<file path="src/rtl/ee357_imm_extend_pipe.sv">
// ---------------------------------------------------------------------------
// ee357_imm_extend_pipe
//
// Pipelined immediate-extension unit for the multicycle datapath. It widens
// an IN_W-bit immediate to an OUT_W-bit operand in one of four modes:
//   00 zero-extend, 01 sign-extend, 10 upper-load, 11 scaled branch offset.
// The result passes through two register stages, with a valid/ready
// handshake on both sides. A wrapping counter records completed output
// transfers for debug and performance monitoring.
//
// Ports:
//   clk        rising-edge clock
//   rst_n      synchronous active-low reset
//   in_valid   in_data/in_mode valid this cycle
//   in_ready   block accepts input this cycle
//   in_data    raw immediate, IN_W bits
//   in_mode    extension mode, 2 bits
//   out_valid  out_data valid
//   out_ready  consumer accepts out_data this cycle
//   out_data   extended result, OUT_W bits
//   xfer_count completed output transfers, mod 2^CNT_W
// ---------------------------------------------------------------------------
module ee357_imm_extend_pipe #(
  parameter int IN_W     = 16,
  parameter int OUT_W    = 32,
  parameter int BR_SHIFT = 2,
  parameter int CNT_W    = 16
) (
  input  logic             clk,
  input  logic             rst_n,
  input  logic             in_valid,
  output logic             in_ready,
  input  logic [IN_W-1:0]  in_data,
  input  logic [1:0]       in_mode,
  output logic             out_valid,
  input  logic             out_ready,
  output logic [OUT_W-1:0] out_data,
  output logic [CNT_W-1:0] xfer_count
);

  // Number of bits added on top of the immediate.
  localparam int M = OUT_W - IN_W;

  typedef enum logic [1:0] {
    MODE_ZERO   = 2'b00,
    MODE_SIGN   = 2'b01,
    MODE_UPPER  = 2'b10,
    MODE_BRANCH = 2'b11
  } mode_e;

  // Stage 1: raw immediate and mode.
  logic             v1_q, v1_d;
  logic [IN_W-1:0]  d1_q, d1_d;
  mode_e            m1_q, m1_d;

  // Stage 2: extended result.
  logic             v2_q, v2_d;
  logic [OUT_W-1:0] d2_q, d2_d;

  // Completed-transfer counter.
  logic [CNT_W-1:0] cnt_q, cnt_d;

  // Handshake terms.
  logic adv1;
  logic adv2;
  logic accept;
  logic xfer;

  // -------------------------------------------------------------------------
  // Extension arithmetic
  // -------------------------------------------------------------------------
  function automatic logic [OUT_W-1:0] extend(input logic [IN_W-1:0] x,
                                              input mode_e           mode);
    logic [OUT_W-1:0] sext;
    logic [OUT_W-1:0] res;
    sext = {{M{x[IN_W-1]}}, x};
    unique case (mode)
      MODE_ZERO:   res = {{M{1'b0}}, x};
      // {x, M zeros} is exactly OUT_W wide, so x lands at [OUT_W-1:M].
      MODE_UPPER:  res = {x, {M{1'b0}}};
      // Bits pushed past the MSB are dropped by the fixed result width.
      MODE_BRANCH: res = sext << BR_SHIFT;
      default:     res = sext;
    endcase
    return res;
  endfunction

  // -------------------------------------------------------------------------
  // Handshake
  // -------------------------------------------------------------------------
  // Each stage may take new data when it is empty or when its contents move
  // on this edge. in_ready therefore depends only on state and out_ready,
  // never on in_valid.
  assign adv2     = !v2_q || out_ready;
  assign adv1     = !v1_q || adv2;
  assign in_ready = adv1;
  assign accept   = in_valid && adv1;
  assign xfer     = v2_q && out_ready;

  // -------------------------------------------------------------------------
  // Next-state logic
  // -------------------------------------------------------------------------
  // NOTE: every signal gets a hold-value default before any condition, so no
  // path through the block leaves it unassigned and no latch is inferred.
  always_comb begin
    v1_d  = v1_q;
    d1_d  = d1_q;
    m1_d  = m1_q;
    v2_d  = v2_q;
    d2_d  = d2_q;
    cnt_d = cnt_q;

    // Stage 1 reloads whenever it can advance; an empty load is a bubble.
    if (adv1) begin
      v1_d = accept;
      if (accept) begin
        d1_d = in_data;
        m1_d = mode_e'(in_mode);
      end
    end

    // Stage 2 takes whatever stage 1 holds. When stage 1 is empty the data
    // register keeps its old value; only the valid flag clears.
    if (adv2) begin
      v2_d = v1_q;
      if (v1_q) begin
        d2_d = extend(d1_q, m1_q);
      end
    end

    // Natural wrap at 2^CNT_W.
    if (xfer) begin
      cnt_d = cnt_q + {{(CNT_W-1){1'b0}}, 1'b1};
    end
  end

  // -------------------------------------------------------------------------
  // State registers
  // -------------------------------------------------------------------------
  // NOTE: sequential state uses non-blocking assignments so every flop
  // samples the values from before this edge, whatever the statement order.
  always_ff @(posedge clk) begin
    if (!rst_n) begin
      // NOTE: the data registers are cleared as well as the valid flags, so
      // out_data reads zero after reset and held values are discarded.
      v1_q  <= 1'b0;
      d1_q  <= '0;
      m1_q  <= MODE_ZERO;
      v2_q  <= 1'b0;
      d2_q  <= '0;
      cnt_q <= '0;
    end else begin
      v1_q  <= v1_d;
      d1_q  <= d1_d;
      m1_q  <= m1_d;
      v2_q  <= v2_d;
      d2_q  <= d2_d;
      cnt_q <= cnt_d;
    end
  end

  assign out_valid  = v2_q;
  assign out_data   = d2_q;
  assign xfer_count = cnt_q;

endmodule

</file>
<file path="config.mk">
export PLATFORM = sky130hd
export DESIGN_NAME = ee357_imm_extend_pipe
export DESIGN_NICKNAME = d
export VERILOG_FILES = /design/src/rtl/ee357_imm_extend_pipe.sv
export SDC_FILE = /design/constraint.sdc
export NUM_CORES = 1
export LEC_CHECK = 0
export ABC_AREA = 0
export ABC_CLOCK_PERIOD_IN_PS = 1600
export BUFFER_PORTS_ARGS = -buffer_cell sky130_fd_sc_hd__buf_2
export CORE_MARGIN = 2
export CORE_UTILIZATION = 49
export CTS_BUF_LIST = sky130_fd_sc_hd__clkbuf_4 sky130_fd_sc_hd__clkbuf_8
export CTS_CLUSTER_DIAMETER = 200
export DETAILED_ROUTE_END_ITERATION = 7
export GPL_TIMING_DRIVEN = 1
export PLACE_DENSITY = 0.78
export SYNTH_ARGS = -nofsm -noshare
export SYNTH_HDL_FRONTEND = slang
export SYNTH_SLANG_ARGS = --single-unit
</file>
<file path="constraint.sdc">
create_clock -name clk -period 1.6 [get_ports clk]
set_clock_uncertainty 0.15 [all_clocks]
set_input_delay 0.24 -clock clk [delete_from_list [all_inputs] [get_ports clk]]
set_output_delay 0.24 -clock clk [all_outputs]
set_load 0.02 [all_outputs]
</file>
Yosys cells after proc, flatten, opt, wreduce, memory -nomap -nowiden
Cells that the tools add are included.

Memory bits (writable): 0. Register bits after elaboration: 68. Bits in latches: 0. Logic and storage cells: 19. Memories kept: 0. Bits of input ports: 22. ROM bits: 0.

Magnitude comparators: 0. Multipliers: 0. Div/mod/pow operators: 0. Shift operators: 0. Add/sub/neg operators: 1. Reduce and logical (&&, ||, !) cells: 9. Multiplexer cells: 1. Equality and inequality tests: 2. Bitwise logic cells: 0.

Operator list (number): $pmux W32 S3 (1); $add A16 B1 Y16 const B (1); $eq A2 B2 Y1 const B (2); $reduce_and A2 Y1 (2); $logic_and A1 B1 Y1 (2); $logic_not A1 Y1 (2); $logic_not A2 Y1 (1); $logic_or A1 B1 Y1 (2).

Longest topological paths before layout
Gate-level depths: netlist of run 1.

Depth in word-level cells: 5. Depth in mapped cells: 6. Depth with buffers taken out: 5.

Worst setup path before layout of run 1
No wires, ideal clock.

Kind: register to register. From: register cnt_q[0], in the netlist xfer_count[0]. To: register cnt_q[14], in the netlist xfer_count[14]. Path slack: -199 ps. Setup time: 70 ps. Path buffers: 0. Data arrival time: 1579 ps. Cell stages (with the launch flop): 6. Clock period less this slack: 1799 ps. Data required time: 1380 ps. Path through: dfxtp_1 > ha_1 > nand3_1 > nor2_1 > or4b_1 > a21oi_1.

Cells in the longest elaborated chain, start to end: 1.

Ends and longest elaborated chain: start, declared (line 61) `logic [CNT_W-1:0] cnt_q, cnt_d;`; start signal, assigned (line 158) `cnt_q <= cnt_d;`; $add A16 B1 Y16 (line 133) `cnt_d = cnt_q + {{(CNT_W-1){1'b0}}, 1'b1};`.

No other way between the ends. A chain may end at the register's enable or synchronous reset.

Worst setup path in the final report of run 1
From: register cnt_q[9], in the netlist xfer_count[9]. To: register cnt_q[14], in the netlist xfer_count[14].

Same word-level chain as after synthesis.

==> results of run 1 <==
==> area by class of cell <==
class                      count  area [um2]
clock inverter                 4        71.3
timing repair buffer         112         736
sequential                    68        1400
inverter                       6        22.5
tap                           70        87.6
fill                         388        1450
clock buffer                  12         153
multi-input combinational    226        1260
==> stage by stage <==
| stage | instance area, um2 | total power [mW] | setup WS [ns] | util [%] | cells |
|---|---|---|---|---|---|
| finish | 3720 | 3.85 | 0.00230 | 72.0 | 498 |
| global route | 3720 | 3.98 | -0.0310 | 72.0 | 498 |
| CTS | 3650 | 3.86 | 0.00744 | 70.5 | 497 |
| detailed placement | 3230 | 2.25 | 0.00971 | 62.5 | 462 |
| global placement | 3230 | 2.24 | 0.0360 | 62.5 | 462 |
| floorplan | 2690 | 2.09 | -0.0337 | - | 320 |
==> path summary, 6_finish.rpt <==
check	from	to	depth (start not counted)
setup reg to reg	xfer_count[9]$_SDFFE_PN0P_	xfer_count[14]$_SDFFE_PN0P_	4
hold / removal	rst_n	d1_q[8]$_SDFFE_PN0P_	3
setup / recovery	xfer_count[9]$_SDFFE_PN0P_	xfer_count[14]$_SDFFE_PN0P_	4
hold reg to reg	out_data[0]$_SDFFE_PN0P_	out_data[0]$_SDFFE_PN0P_	2
==> synth_stat cells (4+ instances only) <==
cell type  number
buf_2           8
nor3_1         14
inv_1           4
a221oi_1       12
xnor2_1         4
xor2_1          7
nor2_1         30
clkbuf_1       11
nand2_1        65
nand3_1         8
a21oi_1        43
o21ai_0        17
nand4_1         4
dfxtp_1        68
==> timing repair <==
action / CTS / global route
gates resized for setup: 0 / 19
hold buffers: 19 / 0
buffers inserted: 0 / 1
hold endpoints to repair: 19 / 0
endpoints found under the setup margin: 2 / 33
pin swaps: 3 / 1
==> cell usage in the layout (no fill, tap or decap), types with 9 or more instances in the layout <==
cell type,netlist,layout
dlygate4sd3_1,0,19
a21oi_1,43,41
a221oi_1,12,12
o21ai_0,17,17
nand2_1,65,63
nor2_1,30,28
clkbuf_8,0,10
buf_2,8,71
nor3_1,14,14
dfxtp_4,0,9
dfxtp_1,68,57
buf_4,0,20
==> flip-flops by register name, indices dropped and copies added, names as in the netlist <==
name        flops
xfer_count     16
out_data       32
d1_q           16
m1_q            2
out_valid       1
v1_q            1
==> worst min-delay path, stage by stage <==
cell     delay (ns)
buf_2          0.10
inv_2          0.07
a21oi_1        0.10
==> cells by family (layout without fill, tap and decap cells) <==
group,after synthesis,after routing,synth area share [%]
buffers and inverters,26,134,4.05
AO/OA/AOI/OAI,78,78,17.1
flip-flops,68,68,51.2
XOR/XNOR,11,11,3.63
multiplexers,1,1,0.377
adder cells (fa/ha/maj),1,1,0.471
AND/OR/NAND/NOR,135,135,23.1
==> per-layer routing <==
metal	routed length, um	part of all wire [%]
met5	0	0
met4	180	2.6
met3	414	5.9
met2	3310	47
met1	3070	44
==> power groups by stage <==
stage | Clock [mW] | Sequential (mW) | Combinational [mW]
final | 1.60 | 1.82 | 0.427
after global routing | 1.68 | 1.83 | 0.470
after CTS | 1.61 | 1.83 | 0.423
after detailed placement | 0 | 1.86 | 0.387
after global placement | 0 | 1.86 | 0.380
after floorplan | 0 | 1.92 | 0.176
==> run summary, run 1 <==
full die area: 6030 um2
largest area contributor in the synthesized netlist: dfxtp_1
CTS Buf Count: 9
count of clock tree sinks: 68
iteration-0 DRC count of the detailed router: 191
wire length of the first global-routing pass: 11,200 um
Clock Power Share: 41.6%
total wire length: 6980 um
worst endpoint data arrival time: 1.74 ns
global-route track usage on met2: 35.6%
post-route fraction of the period consumed by the critical path: 99.9%
buffer and inverter count on the worst path: 0
Total Negative Setup Slacks: 0 ns
register clock-pin slew on the reported worst setup and hold paths: 0.07 ns
highest net fanout along the worst path: 6
reg-to-reg slack, setup: 0.002 ns
smallest hold slack: 0.0498 ns
gate count after technology mapping: 320
number of antenna diodes: 0
cell at the root of the clock tree: clkbuf_8
Initial Util: 51.4%
Max stage delay cell, worst path: or4b_4
number of port buffers: 71
post-detailed-placement half-perimeter wirelength: 4660 um
startpoint kind of the worst setup timing path: flop
number of max-slew violations in the final report: 0
final setup violation count: 0
number of warning messages in the yosys log: 0
placement row count: 26
Final Hold Viols: 0
TritonCTS clock tree: built
die outline width: 77.6 um
later-pin clock latency in the skew report: 0.35 ns
part of the power in combinational logic: 11.1%
per-instance average area after synthesis: 8.30 um2
height of the chip: 77.6 um
critical path endpoint category: flop
power density over cell area: 1030 nW/um2
buffer levels on the longest clock path: 2
count of vias placed by the detailed router: 2,657
layer with the highest usage: met2
cell area after synthesis: 2660 um2
initial antenna violation count: 0
setup repair after global routing missed its margin: true
Worst path top cell family by delay: simple AND/OR/NAND/NOR gates
register area share after synthesis: 51.2%
count of distinct cell types in the synthesized netlist: 35
Switch Pwr: 0.957 mW
Placeable Area: 5170 um2
number of global-route vias before repair: 2,417
number of nets still failing antenna checks after routing: 0
detail-routed via count per cell: 5.34
number of synthesized register bits: 68
Setup Crit Path Kind: flop to flop
gr ovfl total: 0
required time reported for the critical path endpoint: 1.74 ns
number of nets at the end of the flow: 446
Internal Power: 2.89 mW
Leak Pwr: 1.57 nW
met1 usage in global routing: 31.2%
classification of the worst-slack hold path: input port to flop
DRT Pass-1 Iters: 5
maximum clock rate: 626 MHz
list of cells traversed by the critical path: and4_4 -> nand4_4 -> or4b_4 -> a21oi_2
top cells by area, synth: dfxtp_1, nand2_1, a21oi_1, nor2_1, a221oi_1
EDFF count, synth: 0
detailed-route wire length per cell: 14.0 um
share of the synthesized area in the top cell type: 51.2%
sequential share of power: 47.3%
worst vdd rail ir drop: 0.762 mV
async set-or-reset flop fraction in the synthesized netlist: 0%
max_slew headroom: 68.7%
commonest register cell after synthesis: dfxtp_1
Max-Cap Viols: 0
maximum number of pins on one net before global-route repair: 35
Synthesized Nets: 343
placer's final routability congestion estimate: 0.826
DRC Markers: 0
total routing usage reported by global routing: 23.4%
final period demand of the worst path: 1.60 ns
Slew @ Worst Pin: 0.468 ns
switching share of total power: 24.9%
I/O pin count: 72
status: completed
share of cells above drive strength 1: 32.7%
number of H-tree levels: 3
met3 layer usage reported by global route: 5.35%
worst stage delay on the critical path: 0.52 ns
area growth from synthesis to final layout: 40.2%
No activity file was read; power rests on OpenSTA's default activity.
==> run 2: changes to the inputs <==
--- a/config.mk
+++ b/config.mk
@@ -5,7 +5,7 @@
 export SDC_FILE = /design/constraint.sdc
 export NUM_CORES = 1
 export LEC_CHECK = 0
-export ABC_AREA = 0
+export ABC_AREA = 1
 export ABC_CLOCK_PERIOD_IN_PS = 1600
 export BUFFER_PORTS_ARGS = -buffer_cell sky130_fd_sc_hd__buf_2
 export CORE_MARGIN = 2
==> run summary, run 2 <==
largest area contributor in the synthesized netlist: dfxtp_1
register clock-pin slew on the reported worst setup and hold paths: 0.07 ns
sum of routed wire segments on met1: 2910 um
async set-or-reset flop fraction in the synthesized netlist: 0%
XOR/XNOR share of the synthesized area: 0%
cell at the root of the clock tree: clkbuf_8
count of vias placed by the detailed router: 2,750
Setup Crit Path Kind: flop to output port
final period demand of the worst path: 1.54 ns
status: completed
commonest register cell after synthesis: dfxtp_1
share of the synthesized area in the top cell type: 49.0%
post-synthesis compound-gate area fraction: 21.8%
final setup violation count: 0
Placeable Area: 5510 um2
non-filler cells, final: 528
number of warning messages in the yosys log: 0
count of clock tree sinks: 68
Total Negative Setup Slacks: 0 ns
number of nets at the end of the flow: 474
Slew @ Worst Pin: 0.386 ns
simple logic cell fraction of the synthesized area: 20.5%
uppermost routed layer: met4
Initial Util: 50.4%
total wire length: 6670 um
per-instance average area after synthesis: 7.41 um2
area growth from synthesis to final layout: 26.1%
multiplexer share of the synthesized area: 0%
cell total after placement: 508
buffer and inverter count on the worst path: 1
met3 WL: 450 um
cell area after synthesis: 2780 um2
dominant combinational cell family by area after synthesis: compound AO/OA/AOI/OAI gates
startpoint kind of the worst setup timing path: flop
CTS Buf Count: 9
Largest register FFs: 32
most common cell after layout, fill and taps aside: buf_2
I/O pin count: 72
final core utilization: 63.6%
iteration-0 DRC count of the detailed router: 145
Final Hold Viols: 0
critical path endpoint category: output port
number of nets still failing antenna checks after routing: 0
number of antenna diodes: 0
number of max-slew violations in the final report: 0
number of global-route vias before repair: 2,467
Max stage delay cell, worst path: dfxtp_1
worst endpoint data arrival time: 1.15 ns
detail-routed via count per cell: 5.21
number of synthesized register bits: 68
classification of the worst-slack hold path: input port to flop
setup repair after global routing missed its margin: true
maximum number of pins on one net before global-route repair: 36
count of distinct cell types in the synthesized netlist: 27
worst vdd rail ir drop: 0.804 mV
max_slew headroom: 74.3%
TritonCTS clock tree: built
number of port buffers: 71
full die area: 6290 um2
placement row count: 27
dominant cell by count in the synthesized netlist: dfxtp_1
placer's final routability congestion estimate: 0.827
number of fillers in the final layout: 491
required time reported for the critical path endpoint: 1.21 ns
Synthesized Nets: 398
Worst path top cell family by delay: flip-flops
power density over cell area: 1150 nW/um2
share of cells above drive strength 1: 24.3%
EDFF count, synth: 0
met2 wire length: 3200 um
maximum clock rate: 649 MHz
register area share after synthesis: 49.0%
worst stage delay on the critical path: 0.42 ns
buffer levels on the longest clock path: 2
post-detailed-placement half-perimeter wirelength: 4660 um
DRT Pass-1 Iters: 4
total routing usage reported by global routing: 22.6%
gate count after technology mapping: 375
top cells by area, synth: dfxtp_1, o21ai_0, a21oi_1, nor2_1, nand2_1
Max-Cap Viols: 0
most frequent cells in the layout: buf_2, dfxtp_1, nor2_1
post-route fraction of the period consumed by the critical path: 96.3%
gr ovfl total: 0
initial antenna violation count: 0
top cells by instance count after synthesis: dfxtp_1, nor2_1, o21ai_0
synthesized-area fraction occupied by adder cells: 0.450%
list of cells traversed by the critical path: nand3_1 -> buf_2
Leak Pwr: 1.57 nW
die outline width: 79.3 um
DRC Markers: 0
wire length of the first global-routing pass: 11,200 um
number of H-tree levels: 3
height of the chip: 79.3 um
detailed-route wire length per cell: 12.6 um
later-pin clock latency in the skew report: 0.35 ns
count of buffers added by post-CTS timing repair for setup: 0
highest net fanout along the worst path: 4
## run 2: kinds of logic (layout without fill, tap and decap cells)
group | count (synthesis) | count (layout)
simple gates | 135 | 135
fa+ha+maj | 1 | 1
flops | 68 | 68
buf+inv | 53 | 134
compound gates | 118 | 118
## run 2: report_power, final
group          total [mW]  switching (mW)  internal [mW]
combinational       0.418           0.266          0.152
sequential           1.85          0.0673           1.78
clock                1.75           0.669           1.08
total                4.02            1.00           3.01
## run 2: timing repair
item,CTS,global route
hold endpoints to repair,4,0
setup endpoints to repair,0,8
resized for setup,0,8
hold buffers,4,0
## run 2: final cells by class
class / count / area, um2 / share of cell area (%)
clock buffer: 10 / 138 / 3.93
clock inverter: 6 / 111 / 3.18
inverter: 34 / 131 / 3.75
multi-input combinational: 254 / 1200 / 34.3
sequential: 68 / 1370 / 39.0
tap: 72 / 90.1 / 2.57
timing repair buffer: 84 / 467 / 13.3
## run 2: worst register-to-register path, cell delays in order, from the launching register on
cell     delay [ns]
dfxtp_2        0.36
ha_2           0.21
nand3_2        0.11
nor3_4         0.26
nand3_1        0.13
nand2_1        0.08
nand2_1        0.04
nor2_1         0.08
## run 2: path summary, 6_finish.rpt
| kind | from | endpoint | slack, ns | cells past startpoint |
|---|---|---|---|---|
| worst min register to register | d1_q[2]$_SDFFE_PN0P_ | out_data[18]$_SDFFE_PN0P_ | 0.31 | 2 |
| worst max-delay path | out_valid$_SDFFE_PN0P_ | in_ready | 0.06 | 2 |
| worst max register to register | xfer_count[1]$_SDFFE_PN0P_ | xfer_count[12]$_SDFFE_PN0P_ | 0.13 | 7 |
| worst min-delay path | in_data[11] | d1_q[11]$_SDFFE_PN0P_ | 0.005 | 3 |
## run 2: through the flow
| step | total power, mW | cell area [um2] | hold slack, ns | setup slack (ns) |
|---|---|---|---|---|
| 3_3_place_gp | 2.28 | 3190 | 0.308 | 0.161 |
| 3_5_place_dp | 2.29 | 3190 | 0.308 | 0.113 |
| 4_1_cts | 4.04 | 3480 | 0.00431 | 0.0645 |
| 2_1_floorplan | 2.15 | 2780 | 0.255 | 0.0303 |
| 6_report | 4.02 | 3500 | 0.00456 | 0.0594 |
| 5_1_grt | 4.18 | 3500 | 0.0128 | -0.0305 |
## run 2: metal layers
layer	GRT usage, %	up-vias
li1	-	1394
met1	28.2	1244
met2	36.0	102
met3	7.61	10
met4	9.14	0
met5	0	-
==> run 3: changes to the inputs <==
--- a/config.mk
+++ b/config.mk
@@ -6,15 +6,15 @@
 export NUM_CORES = 1
 export LEC_CHECK = 0
 export ABC_AREA = 1
-export ABC_CLOCK_PERIOD_IN_PS = 1600
+export ABC_CLOCK_PERIOD_IN_PS = 1500
 export BUFFER_PORTS_ARGS = -buffer_cell sky130_fd_sc_hd__buf_2
 export CORE_MARGIN = 2
-export CORE_UTILIZATION = 49
+export CORE_UTILIZATION = 54
 export CTS_BUF_LIST = sky130_fd_sc_hd__clkbuf_4 sky130_fd_sc_hd__clkbuf_8
 export CTS_CLUSTER_DIAMETER = 200
 export DETAILED_ROUTE_END_ITERATION = 7
 export GPL_TIMING_DRIVEN = 1
-export PLACE_DENSITY = 0.78
+export PLACE_DENSITY = 0.81
 export SYNTH_ARGS = -nofsm -noshare
 export SYNTH_HDL_FRONTEND = slang
 export SYNTH_SLANG_ARGS = --single-unit
==> constraint.sdc (replaced) <==
create_clock -name clk -period 1.5 [get_ports clk]
set_clock_uncertainty 0.15 [all_clocks]
set_input_delay 0.225 -clock clk [delete_from_list [all_inputs] [get_ports clk]]
set_output_delay 0.225 -clock clk [all_outputs]
set_load 0.02 [all_outputs]
==> run summary, run 3 (synthesis results as in run 2) <==
status: completed
list of cells traversed by the critical path: ha_4 -> nand3_2 -> nor3_4 -> buf_4 -> o21ai_0 -> a21oi_1
share of cells above drive strength 1: 25.5%
worst stage delay on the critical path: 0.37 ns
number of global-route vias before repair: 2,298
total routing usage reported by global routing: 24.2%
area growth from synthesis to final layout: 28.2%
detail-routed via count per cell: 5.19
maximum clock rate: 689 MHz
count of clock tree sinks: 68
Initial Util: 55.1%
Largest register FFs: 32
number of H-tree levels: 3
Leak Pwr: 1.61 nW
cell at the root of the clock tree: clkbuf_8
number of nets still failing antenna checks after routing: 0
count of vias placed by the detailed router: 2,768
initial antenna violation count: 0
buffer and inverter count on the worst path: 1
worst endpoint data arrival time: 1.57 ns
detailed-route wire length per cell: 12.7 um
classification of the worst-slack hold path: input port to flop
Final Hold Viols: 0
final period demand of the worst path: 1.45 ns
number of port buffers: 71
Placeable Area: 5040 um2
max_slew headroom: 71.0%
final core utilization: 70.6%
most common cell after layout, fill and taps aside: buf_2
smallest hold slack: 0.0156 ns
number of max-slew violations in the final report: 0
number of nets at the end of the flow: 481
switching share of total power: 25.8%
CTS Buf Count: 9
post-detailed-placement half-perimeter wirelength: 4740 um
TritonCTS clock tree: built
later-pin clock latency in the skew report: 0.33 ns
startpoint kind of the worst setup timing path: flop
I/O pin count: 72
final setup violation count: 0
die outline width: 75.7 um
number of fillers in the final layout: 421
end point of the worst hold path: d1_q[4]$_SDFFE_PN0P_
Total Negative Setup Slacks: 0 ns
Slew @ Worst Pin: 0.435 ns
Max-Cap Viols: 0
reg2reg end: xfer_count[6]$_SDFFE_PN0P_
most frequent cells in the layout: buf_2, dfxtp_1, nor2_1
power density over cell area: 1120 nW/um2
Setup Crit Path Kind: flop to flop
DRT Pass-1 Iters: 5
Max stage delay cell, worst path: dfxtp_4
full die area: 5730 um2
Cells on Worst Hold Path: 3
worst vdd rail ir drop: 0.959 mV
total wire length: 6750 um
startpoint of the worst-slack reg-to-reg timing path: xfer_count[0]$_SDFFE_PN0P_
setup repair after global routing missed its margin: true
buffer levels on the longest clock path: 2
height of the chip: 75.7 um
Worst path top cell family by delay: simple AND/OR/NAND/NOR gates
reg-to-reg slack, setup: 0.05 ns
iteration-0 DRC count of the detailed router: 144
number of cell instances on the worst register-to-register path: 6
gr ovfl total: 0
Clock Power Share: 38.6%
placement row count: 26
sequential share of power: 49.5%
number of antenna diodes: 0
launch instance of the worst min-delay path: in_data[4]
register clock-pin slew on the reported worst setup and hold paths: 0.07 ns
maximum number of pins on one net before global-route repair: 35
DRC Markers: 0
critical path endpoint category: flop
wire length of the first global-routing pass: 10,400 um
highest net fanout along the worst path: 4
placer's final routability congestion estimate: 0.868
Switch Pwr: 1.03 mW
path length in cells of the critical path: 6
required time reported for the critical path endpoint: 1.62 ns
Internal Power: 2.95 mW
part of the power in combinational logic: 11.9%
post-route fraction of the period consumed by the critical path: 96.8%
## run 3: cell count changes in the layout (fill, tap and decap cells not counted), sizes merged
cell	delta
buf	+5
bufinv	-2
clkbuf	+2
dlygate4sd3	+2
clkinvlp	-1
inv	+1
## run 3: per-stage QoR
stage               instances  worst slack, ns  area (um2)  total power, mW
finish                    533           0.0487        3560             3.98
global placement          510            0.101        3250             2.45
detailed placement        510           0.0475        3250             2.47
CTS                       532           0.0339        3520             3.99
global route              533          -0.0379        3560             4.14
floorplan                 375           0.0260        2790             2.30
## run 3: worst max-delay path by stage
stage	start	endpoint	slack, ns
floorplan	out_valid$_SDFFE_PN0P_	m1_q[1]$_SDFFE_PN0P_	0.03
global placement	xfer_count[1]$_SDFFE_PN0P_	xfer_count[12]$_SDFFE_PN0P_	0.10
detailed placement	xfer_count[1]$_SDFFE_PN0P_	xfer_count[12]$_SDFFE_PN0P_	0.05
CTS	out_valid$_SDFFE_PN0P_	xfer_count[11]$_SDFFE_PN0P_	0.03
global route	xfer_count[0]$_SDFFE_PN0P_	xfer_count[12]$_SDFFE_PN0P_	-0.04
finish	xfer_count[0]$_SDFFE_PN0P_	xfer_count[6]$_SDFFE_PN0P_	0.05
## run 3: what timing repair did
action / 4_1_cts / 5_1_grt
hold buffers: 6 / 0
gates resized for setup: 0 / 9
buffers inserted: 0 / 1
endpoints found under the setup margin: 0 / 10
endpoints found under the hold margin: 6 / 0
## run 3: power by group through the flow
stage	clock, mW	combinational, mW	sequential, mW
6_report	1.54	0.474	1.97
5_1_grt	1.63	0.522	1.98
4_1_cts	1.55	0.472	1.97
3_5_place_dp	0	0.458	2.01
3_3_place_gp	0	0.449	2.00
2_1_floorplan	0	0.233	2.06
## run 3: worst register-to-register path, delay by kind of cell (launching register included)
family / cells / cell delay (ns)
buffers and inverters: 1 / 0.16
DFF: 1 / 0.37
adders and majority gates: 1 / 0.15
and+or+nand+nor: 2 / 0.38
AOI/OAI and AO/OA: 2 / 0.17
## run 3: cell type report
| cell class | instances | area, um2 | share of cell area, % |
|---|---|---|---|
| clock buffer | 12 | 159 | 4.46 |
| timing repair buffer | 91 | 546 | 15.3 |
| multi-input combinational | 254 | 1220 | 34.4 |
| tap | 70 | 87.6 | 2.46 |
| sequential | 68 | 1370 | 38.5 |
| inverter | 34 | 128 | 3.58 |
| clock inverter | 4 | 47.5 | 1.33 |
## run 3: per-layer routing
metal  routed length (um)  track usage (%)
met1                 2940             31.8
met3                  487             4.76
met4                   87             10.3
met5                    0                0
met2                 3230             38.9
